## src/rtl/acc_ctrl_if.sv

```systemverilog
// Control/datapath bundle for the accumulator processor sequencer.
// The master side is the sequencer; the slave side is the datapath and memory port.
interface acc_ctrl_if;
   logic [7:0] ir;
   logic       acc_zero;
   logic       mem_ack;
   logic       mem_req;
   logic       mem_we;
   logic       addr_sel;
   logic       ir_ld;
   logic       pc_inc;
   logic       pc_ld;
   logic [1:0] alu_op;
   logic [1:0] acc_src;
   logic       en_da;

   modport master (
      input  ir, acc_zero, mem_ack,
      output mem_req, mem_we, addr_sel, ir_ld, pc_inc, pc_ld, alu_op, acc_src, en_da
   );

   modport slave (
      output ir, acc_zero, mem_ack,
      input  mem_req, mem_we, addr_sel, ir_ld, pc_inc, pc_ld, alu_op, acc_src, en_da
   );
endinterface

```

## src/rtl/acc_ctrl.sv

```systemverilog
// Fetch/decode/memory sequencer for the 8-bit accumulator processor.
// Holds only the state, a memory-wait timeout counter and the sticky error flag.
module acc_ctrl #(
   parameter int unsigned WAIT_MAX = 15
) (
   input  logic        clk,
   input  logic        clr,
   input  logic        run,
   acc_ctrl_if.master  bus,
   output logic        halted,
   output logic        err,
   output logic [2:0]  state
);

   localparam int unsigned STATE_W = 3;
   localparam int unsigned CNT_W   = 8;

   localparam logic [STATE_W-1:0] S_IDLE   = 3'd0;
   localparam logic [STATE_W-1:0] S_FETCH  = 3'd1;
   localparam logic [STATE_W-1:0] S_DECODE = 3'd2;
   localparam logic [STATE_W-1:0] S_MEMRD  = 3'd3;
   localparam logic [STATE_W-1:0] S_MEMWR  = 3'd4;
   localparam logic [STATE_W-1:0] S_HALT   = 3'd5;

   localparam logic [3:0] OP_LDA = 4'h1;
   localparam logic [3:0] OP_STA = 4'h2;
   localparam logic [3:0] OP_ADD = 4'h3;
   localparam logic [3:0] OP_SUB = 4'h4;
   localparam logic [3:0] OP_JMP = 4'h5;
   localparam logic [3:0] OP_JZ  = 4'h6;
   localparam logic [3:0] OP_LDI = 4'h7;
   localparam logic [3:0] OP_HLT = 4'hF;

   logic [STATE_W-1:0] state_nx;
   logic [STATE_W-1:0] resume;
   logic [CNT_W-1:0]   wait_cnt;
   logic [CNT_W-1:0]   wait_cnt_nx;
   logic               err_nx;
   logic [3:0]         opcode;
   logic               in_mem;
   logic               expired;
   logic               unused_operand;

   assign opcode  = bus.ir[7:4];
   assign in_mem  = (state == S_FETCH) || (state == S_MEMRD) || (state == S_MEMWR);
   // Ack in the same cycle the count reaches the limit still wins.
   assign expired = in_mem && !bus.mem_ack && (wait_cnt >= CNT_W'(WAIT_MAX));
   // Every path back to FETCH is diverted to IDLE while run is low.
   assign resume  = run ? S_FETCH : S_IDLE;
   // Operand bits feed the datapath address/immediate muxes, not the sequencer.
   assign unused_operand = ^bus.ir[3:0];

   // State, wait counter and sticky error register.
   always_ff @(posedge clk or negedge clr) begin
      if (!clr) begin
         state    <= S_IDLE;
         wait_cnt <= '0;
         err      <= 1'b0;
      end else begin
         state    <= state_nx;
         wait_cnt <= wait_cnt_nx;
         err      <= err_nx;
      end
   end

   // Next-state, timeout and error logic.
   always_comb begin
      state_nx = state;
      err_nx   = err;
      case (state)
         S_IDLE:   if (run) state_nx = S_FETCH;
         S_FETCH: begin
            if (bus.mem_ack) state_nx = S_DECODE;
            else if (expired) begin
               state_nx = S_HALT;
               err_nx   = 1'b1;
            end
         end
         S_DECODE: begin
            case (opcode)
               OP_LDA, OP_ADD, OP_SUB: state_nx = S_MEMRD;
               OP_STA:                 state_nx = S_MEMWR;
               OP_HLT:                 state_nx = S_HALT;
               default:                state_nx = resume;
            endcase
         end
         S_MEMRD, S_MEMWR: begin
            if (bus.mem_ack) state_nx = resume;
            else if (expired) begin
               state_nx = S_HALT;
               err_nx   = 1'b1;
            end
         end
         S_HALT:   state_nx = S_HALT;
         default: begin
            state_nx = S_HALT;
            err_nx   = 1'b1;
         end
      endcase
      wait_cnt_nx = (in_mem && (state_nx == state)) ? wait_cnt + CNT_W'(1) : '0;
   end

   // Strobes decoded from the current state, opcode, acc_zero and mem_ack.
   always_comb begin
      bus.mem_req  = 1'b0;
      bus.mem_we   = 1'b0;
      bus.addr_sel = 1'b0;
      bus.ir_ld    = 1'b0;
      bus.pc_inc   = 1'b0;
      bus.pc_ld    = 1'b0;
      bus.alu_op   = 2'b00;
      bus.acc_src  = 2'b00;
      bus.en_da    = 1'b0;
      halted       = 1'b0;
      case (state)
         S_FETCH: begin
            bus.mem_req = 1'b1;
            bus.ir_ld   = bus.mem_ack;
            bus.pc_inc  = bus.mem_ack;
         end
         S_DECODE: begin
            case (opcode)
               OP_JMP: bus.pc_ld = 1'b1;
               OP_JZ:  bus.pc_ld = bus.acc_zero;
               OP_LDI: begin
                  bus.en_da   = 1'b1;
                  bus.acc_src = 2'b10;
               end
               default: ;
            endcase
         end
         S_MEMRD: begin
            bus.mem_req  = 1'b1;
            bus.addr_sel = 1'b1;
            case (opcode)
               OP_ADD:  bus.alu_op = 2'b01;
               OP_SUB:  bus.alu_op = 2'b10;
               default: bus.alu_op = 2'b00;
            endcase
            if (bus.mem_ack) begin
               bus.en_da   = 1'b1;
               bus.acc_src = (opcode == OP_LDA) ? 2'b01 : 2'b00;
            end
         end
         S_MEMWR: begin
            bus.mem_req  = 1'b1;
            bus.mem_we   = 1'b1;
            bus.addr_sel = 1'b1;
         end
         S_HALT:  halted = 1'b1;
         default: ;
      endcase
   end

endmodule

```

## src/flat_wrapper.sv

```systemverilog
// flat-port wrapper written by rule: the top's interface ports become plain ports
module acc_ctrl_flat 
#(
   parameter int unsigned WAIT_MAX = 15
)
  (clk, clr, run, halted, err, state, bus_ir, bus_acc_zero, bus_mem_ack, bus_mem_req, bus_mem_we, bus_addr_sel, bus_ir_ld, bus_pc_inc, bus_pc_ld, bus_alu_op, bus_acc_src, bus_en_da);
  acc_ctrl_if bus_i ();
  input  logic clk;
  input  logic clr;
  input  logic run;
  output logic halted;
  output logic err;
  output logic [2:0] state;
  input wire logic [$bits(bus_i.ir)-1:0] bus_ir;
  input wire logic [$bits(bus_i.acc_zero)-1:0] bus_acc_zero;
  input wire logic [$bits(bus_i.mem_ack)-1:0] bus_mem_ack;
  output wire logic [$bits(bus_i.mem_req)-1:0] bus_mem_req;
  output wire logic [$bits(bus_i.mem_we)-1:0] bus_mem_we;
  output wire logic [$bits(bus_i.addr_sel)-1:0] bus_addr_sel;
  output wire logic [$bits(bus_i.ir_ld)-1:0] bus_ir_ld;
  output wire logic [$bits(bus_i.pc_inc)-1:0] bus_pc_inc;
  output wire logic [$bits(bus_i.pc_ld)-1:0] bus_pc_ld;
  output wire logic [$bits(bus_i.alu_op)-1:0] bus_alu_op;
  output wire logic [$bits(bus_i.acc_src)-1:0] bus_acc_src;
  output wire logic [$bits(bus_i.en_da)-1:0] bus_en_da;
  assign bus_i.ir = bus_ir;
  assign bus_i.acc_zero = bus_acc_zero;
  assign bus_i.mem_ack = bus_mem_ack;
  assign bus_mem_req = bus_i.mem_req;
  assign bus_mem_we = bus_i.mem_we;
  assign bus_addr_sel = bus_i.addr_sel;
  assign bus_ir_ld = bus_i.ir_ld;
  assign bus_pc_inc = bus_i.pc_inc;
  assign bus_pc_ld = bus_i.pc_ld;
  assign bus_alu_op = bus_i.alu_op;
  assign bus_acc_src = bus_i.acc_src;
  assign bus_en_da = bus_i.en_da;
  acc_ctrl #(.WAIT_MAX(WAIT_MAX)) u_core (.clk(clk), .clr(clr), .run(run), .bus(bus_i), .halted(halted), .err(err), .state(state));
endmodule
```

## config.mk

```make
export PLATFORM = sky130hd
export DESIGN_NAME = acc_ctrl_flat
export DESIGN_NICKNAME = d
export VERILOG_FILES = /design/src/rtl/acc_ctrl_if.sv /design/src/rtl/acc_ctrl.sv /design/src/flat_wrapper.sv
export SDC_FILE = /design/constraint.sdc
export NUM_CORES = 1
export LEC_CHECK = 0
export CAP_MARGIN = 20
export CORE_ASPECT_RATIO = 0.6
export CORE_MARGIN = 3
export CORE_UTILIZATION = 30
export CTS_BUF_LIST = sky130_fd_sc_hd__clkbuf_4
export DETAILED_ROUTE_END_ITERATION = 16
export GPL_ROUTABILITY_DRIVEN = 0
export GPL_TIMING_DRIVEN = 0
export SLEW_MARGIN = 25
export SYNTH_ARGS = -nofsm -noshare
export SYNTH_HDL_FRONTEND = slang
export SYNTH_SLANG_ARGS = --single-unit
```

## constraint.sdc

```tcl
create_clock -name clk -period 2.1 [get_ports clk]
set_input_delay 0.63 -clock clk [delete_from_list [all_inputs] [get_ports clk]]
set_output_delay 0.63 -clock clk [all_outputs]
set_load 0.01 [all_outputs]
```

# After elaboration in Yosys (flattened, before gate mapping)
# Cells that the tools add are included.
# Widths: inputs -> output; s select.
# totals
in_bits,13
elab_cells,61
register_bits,12
# op_classes
muxes,27
magnitude_cmp,1
bitwise,1
n_addsub,1
n_reduce_logical,12
eq_ne,16
# ops
cell,n
$eq 4x3->1 const B,4
$mux 1,12
$mux 3,4
$pmux 3 s4,1
$pmux 3 s3,1
$reduce_or 3->1,3
$add 8x1->8 const B,1
$eq 4x2->1 const B,2
$ge 8x4->1 const B,1
$mux 8,1
$pmux 2 s2,2
$eq 3x2->1 const B,2
$eq 3x3->1 const B,2
$mux 2,3
$pmux 1 s2,3
$eq 4x1->1 const B,1
$eq 4x4->1 const B,1
$eq 3x1->1 const B,1
$eq 3x3->1,1
$logic_and 1x1->1,3
$logic_not 3->1,1
$reduce_and 3->1,1
$logic_or 1x1->1,2
$ne 2x1->1 const B,1
4 further kinds,4

# Logic depth before layout (Yosys ltp)
# Gate-level depths: netlist (run 1).
# depth
ltp_word,11
mapped_depth,5
ltp_nobuf,5

# Least setup slack after synthesis (run 1)
# OpenSTA, ideal clock, no wires.
# synth_path
path_type,register to output
start,register u_core.state[1]
end,output port bus_pc_inc
arrival_time_ns,1.396
t_required_ns,1.470
stages_incl_launch_ff,5
path_slack_ns,0.074
n_path_buf,2
path_cell_list,dfrtp_1 > clkbuf_1 > nand2b_1 > nor3b_1 > buf_4
# synth_between
elab_chain_len,2
# synth_rtl
item,line,text
from (decl),acc_ctrl.sv:12,output logic [2:0] state
from (signal assigned),acc_ctrl.sv:60,state <= state_nx;
$eq 3x1->1,-,
$mux 1,-,
to (decl),flat_wrapper.sv:21,output wire logic [$bits(bus_i.pc_inc)-1:0] bus_pc_inc;
# No other way between the ends.

# Worst setup path in the final report (run 1)
# layout_path
start,register u_core.state[0]
end,output port bus_alu_op[0]
# layout_between
elab_chain_len,2
# layout_rtl
item,line,text
$eq 3x2->1,acc_ctrl.sv:115,case (state)
$mux 2,acc_ctrl.sv:115,
to (decl),flat_wrapper.sv:23,output wire logic [$bits(bus_i.alu_op)-1:0] bus_alu_op;
# No other way between the ends.

==> impl_metrics.ini, run 1 <==
[clock_tree]
path_clk_slew_ns = 0.07
cts_root_buffer = clkbuf_4
cts_sinks = 12
clkLatencyLatePin_ns = 0.28
h-tree-depth = 1
clk_path_buf_depth = 2
cts_buffers = 3
cts_tree = built

[routing]
vias_per_cell = 4.95
drtPass1Iterations = 4
drt_iter0_markers = 55
routedWlPerCell_um = 14.4
ant_nets = 0
route.detailed.drc = 0
wl_um = 2330
num_vias = 797

[power_and_ir_drop]
pwr-share-clk = 0.143
switchingPower_mw = 0.385
powerDensity_mw_per_mm2 = 850
irDropWorstVdd_mv = 0.448
leakage_nw = 0.583
p_comb_frac = 0.592
swShare = 0.368
p_total_mw = 1.04
p_int_mw = 0.660
sequentialPowerShare = 0.266

[setup_path]
r2r_cells = 12
cp_cell_sequence = buf_6 > nor2b_4 > nand2_4 > nor3_1 > buf_2
worstSetupStartpointType = register
crit_slowest_cell = dfrtp_1
cp_data_required_time_ns = 1.47
timing.rr.start = u_core.state[2]
setup.worst_path.end_class = output pin
worstPathArrival_ns = 1.59
reg2reg_to = u_core.state[0]
max_stage_delay_ns = 0.39
r2r_slack_ns = 0.14
worstPathMaxFanout = 6
critPathKind = register to output pin

[timing]
slew_violations = 0
rsz0062_at_grt = true
worst_hold_slack_ns = 0.455
clock_skew_ns = 0.00193
worst_slew_pin_slew_ns = 0.539
finalHoldViolCount = 0
setup_viol = 3
period_share = 1.06
max_freq_mhz = 450
max_slew_margin = 0.639
setup_slack_ns = -0.122
fin_crit_ns = 2.22

[logic_synthesis]
syn_avg_cell_area_sq_um = 9.01
yosys-top-cells-area = dfrtp_1 40%, nor2_1 4.0%, nor3b_1 4.0%
ys_seq_area_frac = 0.401
synth_area_sq_um = 748
yosysTopAreaCell = dfrtp_1
async_reset_ff_frac = 1.00
synth_seq_cells = 12
synth_ff_type = dfrtp_1
yosys_warnings = 0
synth_top_area_share = 0.401
synthDistinctLibCells = 37
synth_cells = 83
synth-edff-count = 0

[outcome]
status = finished with violations
violations = negative setup slack

[floorplanning]
core-area_sq_mm = 0.00226
start_util = 0.331
io_pins = 29
die_w_um = 70.5
rows = 13
die_h_um = 44.7
dieArea_sq_mm = 0.00315

[finish]
finish.utilization = 0.543
final_common_cell = buf_4
syn_to_final_growth_pct = 64.2
final_nets = 146
mostFrequentLayoutCells = 19 x buf_4, 12 x buf_2, 12 x dfrtp_1, 7 x nor2_1, 7 x clkdlybuf4s50_1
diodes = 0
drive_gt1_frac = 0.443
n_fill_cell = 204

[grt]
grt_pass1_wl_um = 3590
grt_use_total = 0.148
antenna_found_initial = 0
grt_max_degree = 13
grt_overflow = 0
grt_pass1_vias = 733

[job]
max-cap-violations = 0

[hold_path]
hold_path_depth = 1
min_to = u_core.wait_cnt[0]
hold_start = u_core.wait_cnt[0]
min-delay-path-class = register to register

[placement]
dp_hpwl_um = 1350
port_buffers = 22
[worst max-delay path by stage]
stage | from | end | slack [ns] | depth (start not counted)
finish | u_core.state[0] | bus_alu_op[0] | -0.12 | 5
global route | u_core.state[0] | bus_alu_op[0] | -0.20 | 5
CTS | u_core.state[0] | bus_en_da | -0.06 | 6
detailed placement | bus_mem_ack | bus_pc_inc | -0.90 | 5
global placement | bus_mem_ack | bus_pc_inc | -0.89 | 5
floorplan | u_core.state[1] | bus_pc_inc | 0.07 | 4
[cell usage after synthesis (2+ instances only)]
master,count
dfrtp_1,12
nor2_1,8
nand2_1,7
a21oi_1,4
nand2b_1,4
nand3_1,4
nor3b_1,4
o21ai_0,4
clkbuf_1,3
inv_1,3
a31oi_1,2
buf_4,2
nand4b_1,2
[cell type report]
| cell class | count | area (sq um) | area share |
|---|---|---|---|
| Clock buffer | 3 | 22.5 | 0.0183 |
| Multi-Input combinational cell | 65 | 493 | 0.401 |
| Tap cell | 30 | 37.5 | 0.0305 |
| Timing Repair Buffer | 41 | 308 | 0.251 |
| Clock inverter | 1 | 3.75 | 0.00305 |
| Buffer | 6 | 52.6 | 0.0428 |
| Inverter | 3 | 11.3 | 0.00916 |
| Sequential cell | 12 | 300 | 0.244 |
[layer usage]
layer	wire (um)	track usage
met5	0	0
met4	12	0.0305
met3	137	0.0408
met2	1160	0.234
met1	1020	0.205
[power by group through the flow]
stage               Combinational [mW]  Clock [mW]  Sequential (mW)
floorplan                        0.227           0            0.288
global placement                 0.436           0            0.283
detailed placement               0.438           0            0.281
CTS                              0.535       0.146            0.273
global route                     0.661       0.169            0.281
finish                           0.618       0.149            0.277
[flip-flops by register name (all words and copies together), names as in the netlist]
| signal | count |
|---|---|
| u_core.wait_cnt | 8 |
| u_core.err | 1 |
| u_core.state | 3 |
[through the flow]
| stage | setup TNS [ns] | setup WS, ns | cells | area [sq um] |
|---|---|---|---|---|
| 2_1_floorplan | 0 | 0.0743 | 86 | 759 |
| 3_3_place_gp | -6.09 | -0.890 | 138 | 1020 |
| 3_5_place_dp | -6.26 | -0.905 | 138 | 1020 |
| 4_1_cts | -0.0582 | -0.0582 | 159 | 1180 |
| 5_1_grt | -0.633 | -0.203 | 161 | 1230 |
| 6_report | -0.166 | -0.122 | 161 | 1230 |
[timing repair]
action                                  in CTS  in global routing
endpoints found under the setup margin      12                 12
gates cloned                                 0                  0
buffers inserted                            17                  4
hold buffers                                 0                  0
pin swaps                                    7                  8
endpoints found under the hold margin        0                  0
gates resized for setup                     71                 11
[critical path: cells and delay by family (launching register included)]
kind                   cells  cell delay [ns]
AND/OR/NAND/NOR            3             0.59
buffers and inverters      2             0.34
flip-flops                 1             0.39
[logic make-up (layout without fill, tap and decap cells)]
| logic type | Yosys count | after routing | share of synthesized area |
|---|---|---|---|
| other cells | 1 | 4 | 0.00501 |
| fa+ha+maj | 1 | 1 | 0.0167 |
| compound gates | 15 | 15 | 0.125 |
| simple gates | 42 | 42 | 0.356 |
| buf+inv | 9 | 54 | 0.0568 |
| xor+xnor | 2 | 2 | 0.0234 |
| flops | 12 | 12 | 0.401 |
| mux | 1 | 1 | 0.0150 |
(Power assumes the default switching activity.)
==> run 2: changes to the inputs <==
--- a/config.mk
+++ b/config.mk
@@ -9,7 +9,7 @@
 export CORE_ASPECT_RATIO = 0.6
 export CORE_MARGIN = 3
 export CORE_UTILIZATION = 30
-export CTS_BUF_LIST = sky130_fd_sc_hd__clkbuf_4
+export CTS_BUF_LIST = sky130_fd_sc_hd__clkbuf_2 sky130_fd_sc_hd__clkbuf_4 sky130_fd_sc_hd__clkbuf_8
 export DETAILED_ROUTE_END_ITERATION = 16
 export GPL_ROUTABILITY_DRIVEN = 0
 export GPL_TIMING_DRIVEN = 0
==> run 2 against run 1 <==
The flow still finishes with violations (negative setup slack); sequential share of layout area is 0.37 points lower; clock power is 70% higher; worst hold slack worse by 0.0039 ns; global-route usage is 0.098 points lower; power is 11% higher; critical path type unchanged; largest cell class unchanged; largest power group unchanged.
==> impl_metrics.ini, run 2 (synthesis results as in run 1) <==
[outcome]
status = finished with violations
violations = negative setup slack

[routing]
vias_per_cell = 4.94
drtPass1Iterations = 4
route.detailed.drc = 0
num_vias = 776
routedWlPerCell_um = 13.9
wl_met2_um = 1020
ant_nets = 0
drt_iter0_markers = 31
routed-wl-met3_um = 119
wl_met1_um = 1010
highest_layer = met4
wl_um = 2180

[grt]
grt_pass1_wl_um = 3570
grt_use_total = 0.147
grt_overflow = 0
grt_max_degree = 13
grt_pass1_vias = 740
antenna_found_initial = 0

[power_and_ir_drop]
p_total_mw = 1.16
irDropWorstVdd_mv = 0.431
leakage_nw = 0.578
powerDensity_mw_per_mm2 = 932

[clock_tree]
cts_sinks = 12
cts_buffers = 3
h-tree-depth = 1
clkLatencyLatePin_ns = 0.24
clk_path_buf_depth = 2
cts_tree = built
cts_root_buffer = clkbuf_8
path_clk_slew_ns = 0.05

[floorplanning]
dieArea_sq_mm = 0.00315
io_pins = 29
core-area_sq_mm = 0.00226
die_h_um = 44.7
start_util = 0.331
rows = 13
die_w_um = 70.5

[setup_path]
worstSetupStartpointType = register
worstPathArrival_ns = 1.48
worstPathMaxFanout = 4
setup.worst_path.end_class = output pin
critPathKind = register to output pin
cp_data_required_time_ns = 1.47

[finish]
syn_to_final_growth_pct = 66.7
final_nets = 142
layoutNonFillerInstCount = 157
largest_register = u_core.wait_cnt
reg_top3 = u_core.wait_cnt (8), u_core.state (3), u_core.err (1)
diodes = 0
largest_register_ffs = 8
drive_gt1_frac = 0.457
finish.utilization = 0.552
n_fill_cell = 188
mostFrequentLayoutCells = 15 x buf_4, 12 x dfrtp_1, 8 x buf_2, 7 x nor2_1, 7 x clkdlybuf4s50_1
final_common_cell = buf_4

[timing]
slew_violations = 0
worst_slew_pin_slew_ns = 0.540
setup_viol = 1
clock_skew_ns = 0.00348
rsz0062_at_grt = true
period_share = 1.01
max_freq_mhz = 473
setup_slack_ns = -0.0131
finalHoldViolCount = 0
max_slew_margin = 0.639
fin_crit_ns = 2.11

[placement]
dp_cells = 138
dp_hpwl_um = 1350
place_ws_ns = -0.905
port_buffers = 22

[hold_path]
min-delay-path-class = register to register

[job]
max-cap-violations = 0
==> run 2: layout make-up <==
| cell class | count | area (sq um) | area share |
|---|---|---|---|
| clock buffer | 4 | 55.1 | 0.0441 |
| sequential | 12 | 300 | 0.241 |
| tap | 30 | 37.5 | 0.0301 |
| buffer | 6 | 55.1 | 0.0441 |
| timing repair buffer | 37 | 284 | 0.228 |
| multi-input combinational | 65 | 504 | 0.404 |
| inverter | 3 | 11.3 | 0.00903 |
==> run 2: path summary, 6_finish.rpt <==
path / start / end / slack, ns / cells after the start
max in group asynchronous: clr / u_core.wait_cnt[0] / 1.00 / 1
worst min-delay path: u_core.wait_cnt[0] / u_core.wait_cnt[0] / 0.45 / 1
worst min register to register: u_core.wait_cnt[0] / u_core.wait_cnt[0] / 0.45 / 1
worst max register to register: u_core.wait_cnt[0] / u_core.wait_cnt[2] / 0.69 / 5
min in group asynchronous: clr / u_core.wait_cnt[6] / 0.74 / 1
worst max-delay path: u_core.state[2] / bus_pc_ld / -0.01 / 6
==> run 2: per-layer routing <==
metal	up-vias	track usage
met5	-	0
met4	0	0.0573
met3	6	0.0408
met2	30	0.223
met1	362	0.201
li1	378	-
==> run 2: where the power goes <==
| group | internal, mW | switching (mW) | total, mW |
|---|---|---|---|
| combinational | 0.344 | 0.288 | 0.632 |
| clock | 0.166 | 0.0869 | 0.253 |
| sequential | 0.256 | 0.0208 | 0.277 |
==> run 2: through the flow <==
stage	instance area, sq um	hold slack [ns]	setup TNS, ns
after floorplan	759	0.334	0
after detailed placement	1020	0.452	-6.26
after global placement	1020	0.448	-6.09
final	1250	0.451	-0.0131
after CTS	1160	0.454	-0.110
after global routing	1250	0.463	-0.463
==> run 2: worst max-delay path, stage by stage, from the launching register on <==
cell and delay, ns:
dfrtp_1 0.39, buf_6 0.14, nor3b_4 0.22, nand3_2 0.13, buf_6 0.13, a21oi_2 0.08
buf_2 0.14
==> run 2: repair_timing <==
action,CTS,global route
endpoints found under the setup margin,12,10
hold endpoints to repair,0,0
buffers inserted,9,6
pin swaps,7,6
hold buffers,0,0
gates resized for setup,63,22
==> run 3: changes to the inputs <==
--- a/config.mk
+++ b/config.mk
@@ -7,9 +7,8 @@
 export LEC_CHECK = 0
 export CAP_MARGIN = 20
 export CORE_ASPECT_RATIO = 0.6
-export CORE_MARGIN = 3
 export CORE_UTILIZATION = 30
-export CTS_BUF_LIST = sky130_fd_sc_hd__clkbuf_2 sky130_fd_sc_hd__clkbuf_4 sky130_fd_sc_hd__clkbuf_8
+export CTS_BUF_LIST = sky130_fd_sc_hd__clkbuf_8 sky130_fd_sc_hd__clkbuf_16
 export DETAILED_ROUTE_END_ITERATION = 16
 export GPL_ROUTABILITY_DRIVEN = 0
 export GPL_TIMING_DRIVEN = 0
==> run 3 against run 2 <==
The flow still finishes with violations (negative setup slack); largest cell class unchanged; clock-buffer cell count did not move; sequential power barely moved; first-iteration DRC count fell by 55%; combinational power barely moved; final cell count fell by 1.3%; flip-flop and latch count did not move; critical path depth rose by 1; register-to-register slack got worse by 0.12 ns.
==> impl_metrics.ini, run 3 (synthesis results as in run 1) <==
[setup_path]
setup.worst_path.end_class = output pin
worstPathArrival_ns = 1.55
cp_data_required_time_ns = 1.47
worstPathMaxFanout = 4
critPathKind = register to output pin
worstSetupStartpointType = register

[routing]
vias_per_cell = 4.88
route.detailed.drc = 0
ant_nets = 0
routedWlPerCell_um = 14.2
drt_iter0_markers = 14
drtPass1Iterations = 4
wl_um = 2200
num_vias = 756

[finish]
drive_gt1_frac = 0.440
largest_register_ffs = 8
diodes = 0
final_nets = 140
largest_register = u_core.wait_cnt
final_common_cell = buf_4
syn_to_final_growth_pct = 67.4
reg_top3 = u_core.wait_cnt (8), u_core.state (3), u_core.err (1)
mostFrequentLayoutCells = 15 x buf_4, 11 x dfrtp_1, 7 x nor2_1, 7 x clkdlybuf4s50_1, 7 x buf_2

[timing]
setup_slack_ns = -0.0833
period_share = 1.04
tns_ns = -0.157
max_slew_margin = 0.619
setup_viol = 5
rsz0062_at_grt = true
fin_crit_ns = 2.18
worst_slew_pin_slew_ns = 0.569
finalHoldViolCount = 0
max_freq_mhz = 458
clock_skew_ns = 0.00125
slew_violations = 0

[clock_tree]
clk_path_buf_depth = 2
cts_hold_buf = 0
cts_sinks = 12
clkLatencyLatePin_ns = 0.24
cts_tree = built
cts_root_buffer = clkbuf_8
path_clk_slew_ns = 0.05
h-tree-depth = 1
cts_buffers = 3

[power_and_ir_drop]
p_int_mw = 0.760
leakage_nw = 0.573
sequentialPowerShare = 0.241
pwr-share-clk = 0.217
swShare = 0.344
switchingPower_mw = 0.399
p_comb_frac = 0.542
irDropWorstVdd_mv = 0.467
powerDensity_mw_per_mm2 = 925

[grt]
grt_pass1_wl_um = 3210
grt_max_degree = 13
antenna_found_initial = 0
grt_overflow = 0
grt_use_total = 0.175
grt_pass1_vias = 659

[floorplanning]
core-area_sq_mm = 0.00226
io_pins = 29
die_w_um = 66.5
die_h_um = 40.7
dieArea_sq_mm = 0.00270
start_util = 0.331
rows = 13

[outcome]
violations = negative setup slack
status = finished with violations

[placement]
place_ws_ns = -0.906
dp_hpwl_um = 1470
port_buffers = 22

[job]
max-cap-violations = 0

[hold_path]
min-delay-path-class = register to register
-- run 3: changes by cell type in the layout (fill, tap and decap cells not counted), sizes merged --
| cell | delta |
|---|---|
| clkbuf | -1 |
| buf | -2 |
| dlygate4sd2 | +1 |
-- run 3: worst paths after layout --
path                                     from            endpoint  slack (ns)  cells after the start
setup / recovery              u_core.state[0]           bus_en_da       -0.08                      7
hold / removal             u_core.wait_cnt[0]  u_core.wait_cnt[0]        0.46                      1
setup reg to reg              u_core.state[0]  u_core.wait_cnt[2]        0.57                      7
hold reg to reg            u_core.wait_cnt[0]  u_core.wait_cnt[0]        0.46                      1
max in group asynchronous                 clr     u_core.state[0]        0.94                      1
min in group asynchronous                 clr  u_core.wait_cnt[4]        0.75                      1
-- run 3: cell type report --
type / instances / area, sq um
timing repair buffer: 35 / 275
clock buffer: 4 / 55.1
inverter: 3 / 11.3
tap: 30 / 37.5
sequential: 12 / 302
fill: 197 / 1010
multi-input combinational: 65 / 526
buffer: 6 / 46.3
-- run 3: what timing repair did --
action | 4_1_cts | 5_1_grt
pin swaps | 5 | 6
buffers inserted | 10 | 3
gates resized for setup | 74 | 12
endpoints found under the setup margin | 12 | 9
-- run 3: power groups by stage --
stage                     logic [mW]  registers [mW]  clock network (mW)
after floorplan                0.227           0.288                   0
after global placement         0.432           0.283                   0
after detailed placement       0.441           0.284                   0
after CTS                      0.566           0.282               0.256
after global routing           0.669           0.281               0.268
final                          0.629           0.279               0.251
-- run 3: stage by stage --
step	cell area [sq um]	std cells	utilization	hold slack (ns)	power (mW)
floorplan	759	86	-	0.334	0.515
global placement	1020	138	0.450	0.447	0.715
detailed placement	1020	138	0.450	0.454	0.725
CTS	1190	152	0.527	0.461	1.10
global route	1250	155	0.554	0.472	1.22
finish	1250	155	0.554	0.458	1.16
-- run 3: layer usage --
metal	share of wire	GRT usage	vias to the layer above
li1	-	-	371
met1	0.49	0.255	364
met2	0.46	0.242	19
met3	0.035	0.0500	2
met4	0.0086	0.0638	0
met5	0	0	-
-- run 3: critical path, stage by stage, from the launching register on --
cell and delay [ns]:
dfrtp_2 0.42, buf_6 0.13, buf_6 0.11, nor3b_4 0.20, nand3_2 0.14, nor2_4 0.12
a31o_4 0.10, buf_6 0.09
